$ cat src/rtl/fft_result_reader.sv
// Unload engine: reads completed FFT results from the real/imag result RAMs,
// optionally bit-reversed, and streams natural-order bins on valid/ready.
module fft_result_reader #(
  parameter int SIZE       = 64,
  parameter int ADDR_W     = 6,
  parameter int DATA_W     = 32,
  parameter int BITREV     = 1,
  parameter int FIFO_DEPTH = 2
) (
  input  logic              clk,
  input  logic              rst,
  input  logic              start,
  output logic              busy,
  output logic              done,
  output logic [ADDR_W-1:0] ram_addr,
  input  logic [DATA_W-1:0] ram_re_dout,
  input  logic [DATA_W-1:0] ram_im_dout,
  output logic              out_valid,
  input  logic              out_ready,
  output logic [DATA_W-1:0] out_re,
  output logic [DATA_W-1:0] out_im,
  output logic [ADDR_W-1:0] out_index,
  output logic              out_last
);

  localparam int CW = $clog2(FIFO_DEPTH + 1);
  localparam logic [ADDR_W:0] LAST_K  = (ADDR_W + 1)'(SIZE - 1);
  localparam logic [CW:0]     DEPTH_C = (CW + 1)'(FIFO_DEPTH);

  typedef enum logic [1:0] {
    S_IDLE  = 2'd0,
    S_RUN   = 2'd1,
    S_DRAIN = 2'd2,
    S_DONE  = 2'd3
  } state_t;

  function automatic logic [ADDR_W-1:0] bitrev_f(input logic [ADDR_W-1:0] a);
    logic [ADDR_W-1:0] r;
    r = '0;
    for (int i = 0; i < ADDR_W; i++) begin
      r[i] = a[ADDR_W-1-i];
    end
    return r;
  endfunction

  state_t              state_q, state_d;
  logic [ADDR_W:0]     k_iss_q, k_iss_d;
  logic [ADDR_W-1:0]   ram_addr_q, ram_addr_d;
  logic                inflight_q, inflight_d;
  logic [ADDR_W-1:0]   infl_tag_q, infl_tag_d;
  logic                infl_last_q, infl_last_d;
  logic [CW-1:0]       count_q, count_d;
  logic                valid_q, valid_d;
  logic                busy_q, busy_d;
  logic                done_q, done_d;
  logic [DATA_W-1:0]   re_q [FIFO_DEPTH];
  logic [DATA_W-1:0]   re_d [FIFO_DEPTH];
  logic [DATA_W-1:0]   im_q [FIFO_DEPTH];
  logic [DATA_W-1:0]   im_d [FIFO_DEPTH];
  logic [ADDR_W-1:0]   tag_q [FIFO_DEPTH];
  logic [ADDR_W-1:0]   tag_d [FIFO_DEPTH];
  logic                last_q [FIFO_DEPTH];
  logic                last_d [FIFO_DEPTH];
  logic                pop_s, push_s;
  logic [CW-1:0]       wr_idx_s;
  logic [CW:0]         occ_s;

  // Shift FIFO: slot 0 is always the head, so outputs come straight from flops.
  always_comb begin
    pop_s    = valid_q & out_ready;
    push_s   = inflight_q;
    wr_idx_s = count_q - {{(CW-1){1'b0}}, pop_s};
    count_d  = count_q + {{(CW-1){1'b0}}, push_s} - {{(CW-1){1'b0}}, pop_s};
    valid_d  = (count_d != {CW{1'b0}});
    for (int i = 0; i < FIFO_DEPTH; i++) begin
      if (push_s && (wr_idx_s == CW'(i))) begin
        re_d[i]   = ram_re_dout;
        im_d[i]   = ram_im_dout;
        tag_d[i]  = infl_tag_q;
        last_d[i] = infl_last_q;
      end else if (pop_s) begin
        re_d[i]   = re_q[(i < FIFO_DEPTH - 1) ? i + 1 : i];
        im_d[i]   = im_q[(i < FIFO_DEPTH - 1) ? i + 1 : i];
        tag_d[i]  = tag_q[(i < FIFO_DEPTH - 1) ? i + 1 : i];
        last_d[i] = last_q[(i < FIFO_DEPTH - 1) ? i + 1 : i];
      end else begin
        re_d[i]   = re_q[i];
        im_d[i]   = im_q[i];
        tag_d[i]  = tag_q[i];
        last_d[i] = last_q[i];
      end
    end
  end

  // Sequencer: read issue under the occupancy credit, and run completion.
  always_comb begin
    state_d     = state_q;
    k_iss_d     = k_iss_q;
    ram_addr_d  = ram_addr_q;
    inflight_d  = 1'b0;
    infl_tag_d  = infl_tag_q;
    infl_last_d = infl_last_q;
    occ_s       = {1'b0, count_q} + {{CW{1'b0}}, inflight_q} - {{CW{1'b0}}, pop_s};
    case (state_q)
      S_IDLE: begin
        if (start) begin
          state_d = S_RUN;
          k_iss_d = '0;
        end else begin
          state_d = S_IDLE;
        end
      end
      S_RUN: begin
        if (occ_s < DEPTH_C) begin
          ram_addr_d  = (BITREV != 0) ? bitrev_f(k_iss_q[ADDR_W-1:0]) : k_iss_q[ADDR_W-1:0];
          inflight_d  = 1'b1;
          infl_tag_d  = k_iss_q[ADDR_W-1:0];
          infl_last_d = (k_iss_q == LAST_K);
          k_iss_d     = k_iss_q + {{ADDR_W{1'b0}}, 1'b1};
          state_d     = (k_iss_q == LAST_K) ? S_DRAIN : S_RUN;
        end else begin
          state_d = S_RUN;
        end
      end
      S_DRAIN: begin
        // Leaving on the final handshake edge puts done in the very next cycle.
        if (!inflight_q && (count_d == {CW{1'b0}})) begin
          state_d = S_DONE;
        end else begin
          state_d = S_DRAIN;
        end
      end
      S_DONE:  state_d = S_IDLE;
      default: state_d = S_IDLE;
    endcase
    busy_d = (state_d == S_RUN) || (state_d == S_DRAIN);
    done_d = (state_d == S_DONE);
  end

  // State, credit tracking and FIFO registers.
  always_ff @(posedge clk or negedge rst) begin
    if (!rst) begin
      state_q     <= S_IDLE;
      k_iss_q     <= '0;
      ram_addr_q  <= '0;
      inflight_q  <= 1'b0;
      infl_tag_q  <= '0;
      infl_last_q <= 1'b0;
      count_q     <= '0;
      valid_q     <= 1'b0;
      busy_q      <= 1'b0;
      done_q      <= 1'b0;
      for (int i = 0; i < FIFO_DEPTH; i++) begin
        re_q[i]   <= '0;
        im_q[i]   <= '0;
        tag_q[i]  <= '0;
        last_q[i] <= 1'b0;
      end
    end else begin
      state_q     <= state_d;
      k_iss_q     <= k_iss_d;
      ram_addr_q  <= ram_addr_d;
      inflight_q  <= inflight_d;
      infl_tag_q  <= infl_tag_d;
      infl_last_q <= infl_last_d;
      count_q     <= count_d;
      valid_q     <= valid_d;
      busy_q      <= busy_d;
      done_q      <= done_d;
      for (int i = 0; i < FIFO_DEPTH; i++) begin
        re_q[i]   <= re_d[i];
        im_q[i]   <= im_d[i];
        tag_q[i]  <= tag_d[i];
        last_q[i] <= last_d[i];
      end
    end
  end

  assign busy      = busy_q;
  assign done      = done_q;
  assign ram_addr  = ram_addr_q;
  assign out_valid = valid_q;
  assign out_re    = re_q[0];
  assign out_im    = im_q[0];
  assign out_index = tag_q[0];
  assign out_last  = last_q[0];

endmodule
$ cat config.mk
export PLATFORM = sky130hd
export DESIGN_NAME = fft_result_reader
export DESIGN_NICKNAME = d
export VERILOG_FILES = /design/src/rtl/fft_result_reader.sv
export SDC_FILE = /design/constraint.sdc
export NUM_CORES = 1
export LEC_CHECK = 0
export ABC_AREA = 1
export BUFFER_PORTS_ARGS = -buffer_cell sky130_fd_sc_hd__buf_2
export CAP_MARGIN = 40
export CORE_MARGIN = 2
export CORE_UTILIZATION = 47
export DETAILED_ROUTE_END_ITERATION = 8
export PLACE_DENSITY = 0.77
export SLEW_MARGIN = 20
export SYNTH_ARGS = -nofsm -noshare
export SYNTH_HDL_FRONTEND = slang
export SYNTH_SLANG_ARGS = --single-unit
$ cat constraint.sdc
create_clock -name clk -period 5.55 [get_ports clk]
set_input_delay 1.11 -clock clk [delete_from_list [all_inputs] [get_ports clk]]
set_output_delay 1.11 -clock clk [all_outputs]
set_load 0.02 [all_outputs]
---- After elaboration in Yosys (flattened, before gate mapping) ----
Cells that the tools add are included.
storage, ports and cells
  register bits ........................... 170
  input port bits ......................... 68
  output and inout bits ................... 80
  logic and storage cells ................. 67
cells by class
  add/subtract/negate cells ............... 6
  order comparisons ....................... 1
  equality and inequality tests ........... 10
  muxes and demuxes ....................... 18
  bitwise operators ....................... 1
  reduce and logical (&&, ||, !) cells .... 13
operator list
  cell                                                                           number
  32-bit 2-to-1 mux                                                              4
  7-bit 2-to-1 mux                                                               2
  7-bit case mux with 2 select lines                                             1
  6-bit 2-to-1 mux                                                               2
  2-bit equality test (second input constant)                                    4
  2-bit case mux with 4 select lines                                             1
  7-bit by 1-bit adder with 7-bit output (second input constant)                 1
  7-bit by 6-bit equality test with 1-bit output (second input constant)         1
  2-bit by 1-bit equality test with 1-bit output (second input constant)         3
  2-bit zero test                                                                3
  1-bit 2-to-1 mux                                                               6
  2-bit nonzero test                                                             3
  2-bit 2-to-1 mux                                                               2
  2-bit != test (second input constant)                                          2
  2-bit by 1-bit subtractor with 2-bit output                                    2
  2-bit by 1-bit adder with 3-bit output                                         1
  1-bit logical AND                                                              3
  3-bit by 2-bit less-than comparator with 1-bit output (second input constant)  1
  3-bit AND reduction                                                            1
  3-bit by 1-bit subtractor with 3-bit output                                    1
  2-bit by 1-bit adder with 2-bit output                                         1
  2-bit AND reduction                                                            1
  1-bit AND                                                                      1
  1-bit zero test                                                                1
  1-bit logical OR                                                               1

---- Longest topological paths before layout ----
  depth in word-level cells ............... 8
  depth in mapped cells ................... 17
  depth with buffers taken out ............ 15

---- Worst setup path before layout ----
No wires, ideal clock.
  path type ............................... input to register
  start ................................... input out_ready
  end ..................................... register busy_q (netlist: busy)
  library setup time ...................... 0.126 ns
  data arrival time ....................... 3.206 ns
  required time ........................... 5.424 ns
  path slack .............................. 2.218 ns
  cell stages on the path ................. 13
  path buffers ............................ 1
  cell sequence ........................... nand2_2 -> nor2_4 -> inv_2 -> nand2_2 -> buf_2 -> ha_1 -> inv_1 -> fa_1 -> inv_2 -> or2_1 -> or3_1 -> nand3_1 -> ha_1
between the ends
  word-level cells in the longest chain between the ends .. 8
  elaborated cells on any way between the ends .. 12
  those cells by class .................... add/sub (2); order compare (1); eq/ne (2); mux (3); bitwise (1); reduce/logical (3)
RTL lines
  what                                                                                   line  RTL
  start, declared                                                                        19    input logic out_ready,
  1-bit AND *                                                                            70    pop_s = valid_q & out_ready;
  2-bit by 1-bit subtractor with 2-bit output *                                          73    count_d = count_q + {{(CW-1){1'b0}}, push_s} - {{(CW-1){1'b0}}, pop_s};
  via count_d[1]                                                                         52    logic [CW-1:0] count_q, count_d;
  2-bit zero test *                                                                      127   if (!inflight_q && (count_d == {CW{1'b0}})) begin
  1-bit logical AND *                                                                    127
  1-bit 2-to-1 mux *                                                                     127
  2-bit case mux with 4 select lines *                                                   104   case (state_q)
  2-bit by 1-bit equality test with 1-bit output or 2-bit equality test (tied branches)  136   busy_d = (state_d == S_RUN) || (state_d == S_DRAIN);
  1-bit logical OR *                                                                     136
  via busy_d                                                                             54    logic busy_q, busy_d;
  end signal, assigned                                                                   168   busy_q <= busy_d;
  end, declared                                                                          54
Mark *: on every way through the listed nets, which the timed path passes. The rest lies on a longest branch.
A chain may end at the register's enable or synchronous reset.

---- Worst setup path in the final report ----
  start ................................... input out_ready
  end ..................................... register re_q[27] (netlist name)
between the ends
  word-level cells in the longest chain between the ends .. 4
RTL lines
  what                                            line  RTL
  1-bit AND                                       70
  2-bit by 1-bit subtractor with 2-bit output     72    wr_idx_s = count_q - {{(CW-1){1'b0}}, pop_s};
  2-bit by 1-bit equality test with 1-bit output  76    if (push_s && (wr_idx_s == CW'(i))) begin
  1-bit logical AND                               76
  end signal, assigned by index                   171   re_q[i] <= re_d[i];
  end, declared                                   56    logic [DATA_W-1:0] re_q [FIFO_DEPTH];
No other way between the ends.

==> reports/results.txt <==
Post-synth EDFFs: 0
R2R depth: 9
RR Startpoint: count_q[0]
post-DP HPWL: 10,800 um
flops & latches, synth: 164
Multi-input gate area: 2670 um^2
Die Wd: 132 um
Syn Area/Cell: 8.63 um^2
post_cts resized: 0
core area: 15,900 um^2
Clock power frac: 0.268
first-pass GRT wire length: 30,600 um
pwr dens: 598 nW/um^2
Congestion Overflow GR: 0
Area contributors post-synth: dfrtp_1 (53%), nand3_1 (19%), nand2_1 (12%)
Final ANT Viol Nets: 0
clk root buf: clkbuf_16
Least-Margin Pin Slew: 0.836 ns
Setup-failing EPs final: 0
Clk pin slew, worst setup/hold paths: 0.07 ns
post-layout minimum cycle time: 3.21 ns
post-synthesis async set-or-reset flop share: 1.00
synth unique cells: 25
Critical Path End Type: flop
Die H: 132 um
clock sinks: 164
hold-fix buffers at CTS: 0
IO Count: 148
total CTS buffers: 17
Commonest cells post-synth: nand3_1 (294), nand2_1 (243), dfrtp_1 (164)
routed len/inst: 15.5 um
RSZ-0062 raised after global routing: no
TritonCTS clock tree: yes
Worst VDD drop: 0.000408 V
Setup Buffers After CTS: 0
routed wire length: 18,100 um
leakage: 4.55 nW
DR vias: 6,211
site row count: 46
combinational share of power: 0.358
Final nets: 1,012
largest net degree at the start of global routing: 73
Critical Path AT: 3.52 ns
Initial Util: 0.483
cell-internal power: 0.00315 W
gr usage total: 0.216
Hold Crit Class: flop to flop
DRC marker count from the first detailed-route iteration: 479
Max-Cap Viols: 0
initial antenna violation count: 3
CP startpoint kind: primary input
setup TNS: 0 ns
largest area contributor in the netlist: dfrtp_1
top cell type's share of synthesized area: 0.533
vias in the first global route: 5,969
sequential area share after synthesis: 0.533
GPL Wtd Cong: 0.797
final hold vios: 0
Reg power frac: 0.374
Residual DRC: 0
status: finished, final reports clean
count leader, synth: nand3_1
Slew headroom: 0.443
CP Capture Point: re_q[27]
FF/Latch Area: 4100 um^2
CP Class: primary input to flop
CP max FO: 53
worst clock skew: 0.0112 ns
Skew-Pair Late Insertion Delay: 0.43 ns
layout cell share with drive strength beyond 1: 0.216
r2r endpoint: re_q[27]
main flop type after synthesis: dfrtp_1
Net Sw Power: 0.00204 W
Via-to-Cell Ratio: 5.31
Worst Setup SP: out_ready
htree depth: 4
cells after synthesis: 892
R2R Setup Slk: 2.72 ns
Port Buffers: 147
final cell count without fillers: 1,170
Max Clock Freq: 0.312 GHz
CP Data Required Time: 5.86 ns
drt first pass iters: 5
CTS max path bufs: 2
part of the cycle the worst path needs: 0.578
Net Count, Synth: 965
switch share: 0.393
synthesized area: 7700 um^2
Final Max Tran Viols: 0
yosys warns: 0
Placed Cells: 1,136
die area: 17,400 um^2
synth-to-layout area growth: 13.0%
Fillers: 1,521
[state kept, by name, indices dropped and copies added (netlist names), 2 cells and up]
register / cells
ram_addr: 5
out_index: 6
im_q: 32
out_re: 32
state_q: 2
out_im: 32
count_q: 2
k_iss_q: 7
tag_q: 6
re_q: 32
[power by group through the flow]
| stage | clock network, W | logic [W] | registers [W] |
|---|---|---|---|
| after floorplan | 0 | 0.00162 | 0.00190 |
| after global placement | 0 | 0.00180 | 0.00194 |
| after detailed placement | 0 | 0.00187 | 0.00196 |
| after CTS | 0.00142 | 0.00188 | 0.00194 |
| after global routing | 0.00147 | 0.00209 | 0.00200 |
| final | 0.00140 | 0.00186 | 0.00194 |
[final cells by class]
type	instances	area share
Multi-Input combinational cell	577	0.307
Clock inverter	12	0.0286
Tap cell	216	0.0311
Inverter	21	0.00907
Sequential cell	164	0.472
Clock buffer	20	0.0525
Antenna cell	2	0.000576
Timing Repair Buffer	158	0.0986
[kinds of logic after synthesis]
family | after synthesis | share of synthesized area
AND/OR/NAND/NOR | 553 | 0.324
XOR/XNOR | 1 | 0.00114
buffers and inverters | 151 | 0.121
AO/OA/AOI/OAI | 18 | 0.0122
adder cells (fa/ha/maj) | 5 | 0.00910
flip-flops | 164 | 0.533
[stage by stage]
stage	hold slack, ns	area, um^2	utilization	total power (W)	worst slack, ns
6_report	0.472	8690	0.545	0.00520	2.34
5_1_grt	0.488	8690	0.545	0.00556	2.16
4_1_cts	0.474	8690	0.545	0.00525	2.36
3_5_place_dp	0.459	7980	0.501	0.00383	1.92
3_3_place_gp	0.454	7940	0.498	0.00374	1.65
2_1_floorplan	0.443	7700	-	0.00352	2.22
[metal layers]
metal  vias up  part of all wire  track usage
li1       2984                 -            -
met1      3006              0.44        0.289
met2       190              0.49        0.352
met3        29             0.052       0.0419
met4         2             0.019       0.0791
met5         -           0.00072            0
[worst max-delay path, stage by stage]
cell and delay [ns]:
buf_2 0.08, nand2_2 0.08, nor2_4 0.16, inv_2 0.06, ha_1 0.31, nor2_4 0.48, buf_16 0.23, nand2_2 0.28
buf_4 0.46, nand2_1 0.16, nand2_1 0.06
[layout by cell type, fill, tap and decap left out, drive strengths merged, types with 2 or more instances in the layout]
master / instances
clkinv: 3
or2: 2
ha: 4
o21ai: 17
bufinv: 7
nand3: 294
buf: 158
clkbuf: 20
dfrtp: 164
nor2: 8
nand2: 246
diode: 2
inv: 22
[how the worst min path moves through the flow]
stage | end | cells past startpoint | from
global placement | im_q[1] | 2 | im_q[1]
detailed placement | re_q[9] | 2 | re_q[9]
global route | re_q[17] | 2 | re_q[17]
finish | im_q[11] | 2 | im_q[11]
CTS | re_q[15] | 2 | re_q[15]
floorplan | im_q[0] | 2 | im_q[0]
No activity file was read; power rests on OpenSTA's default activity.
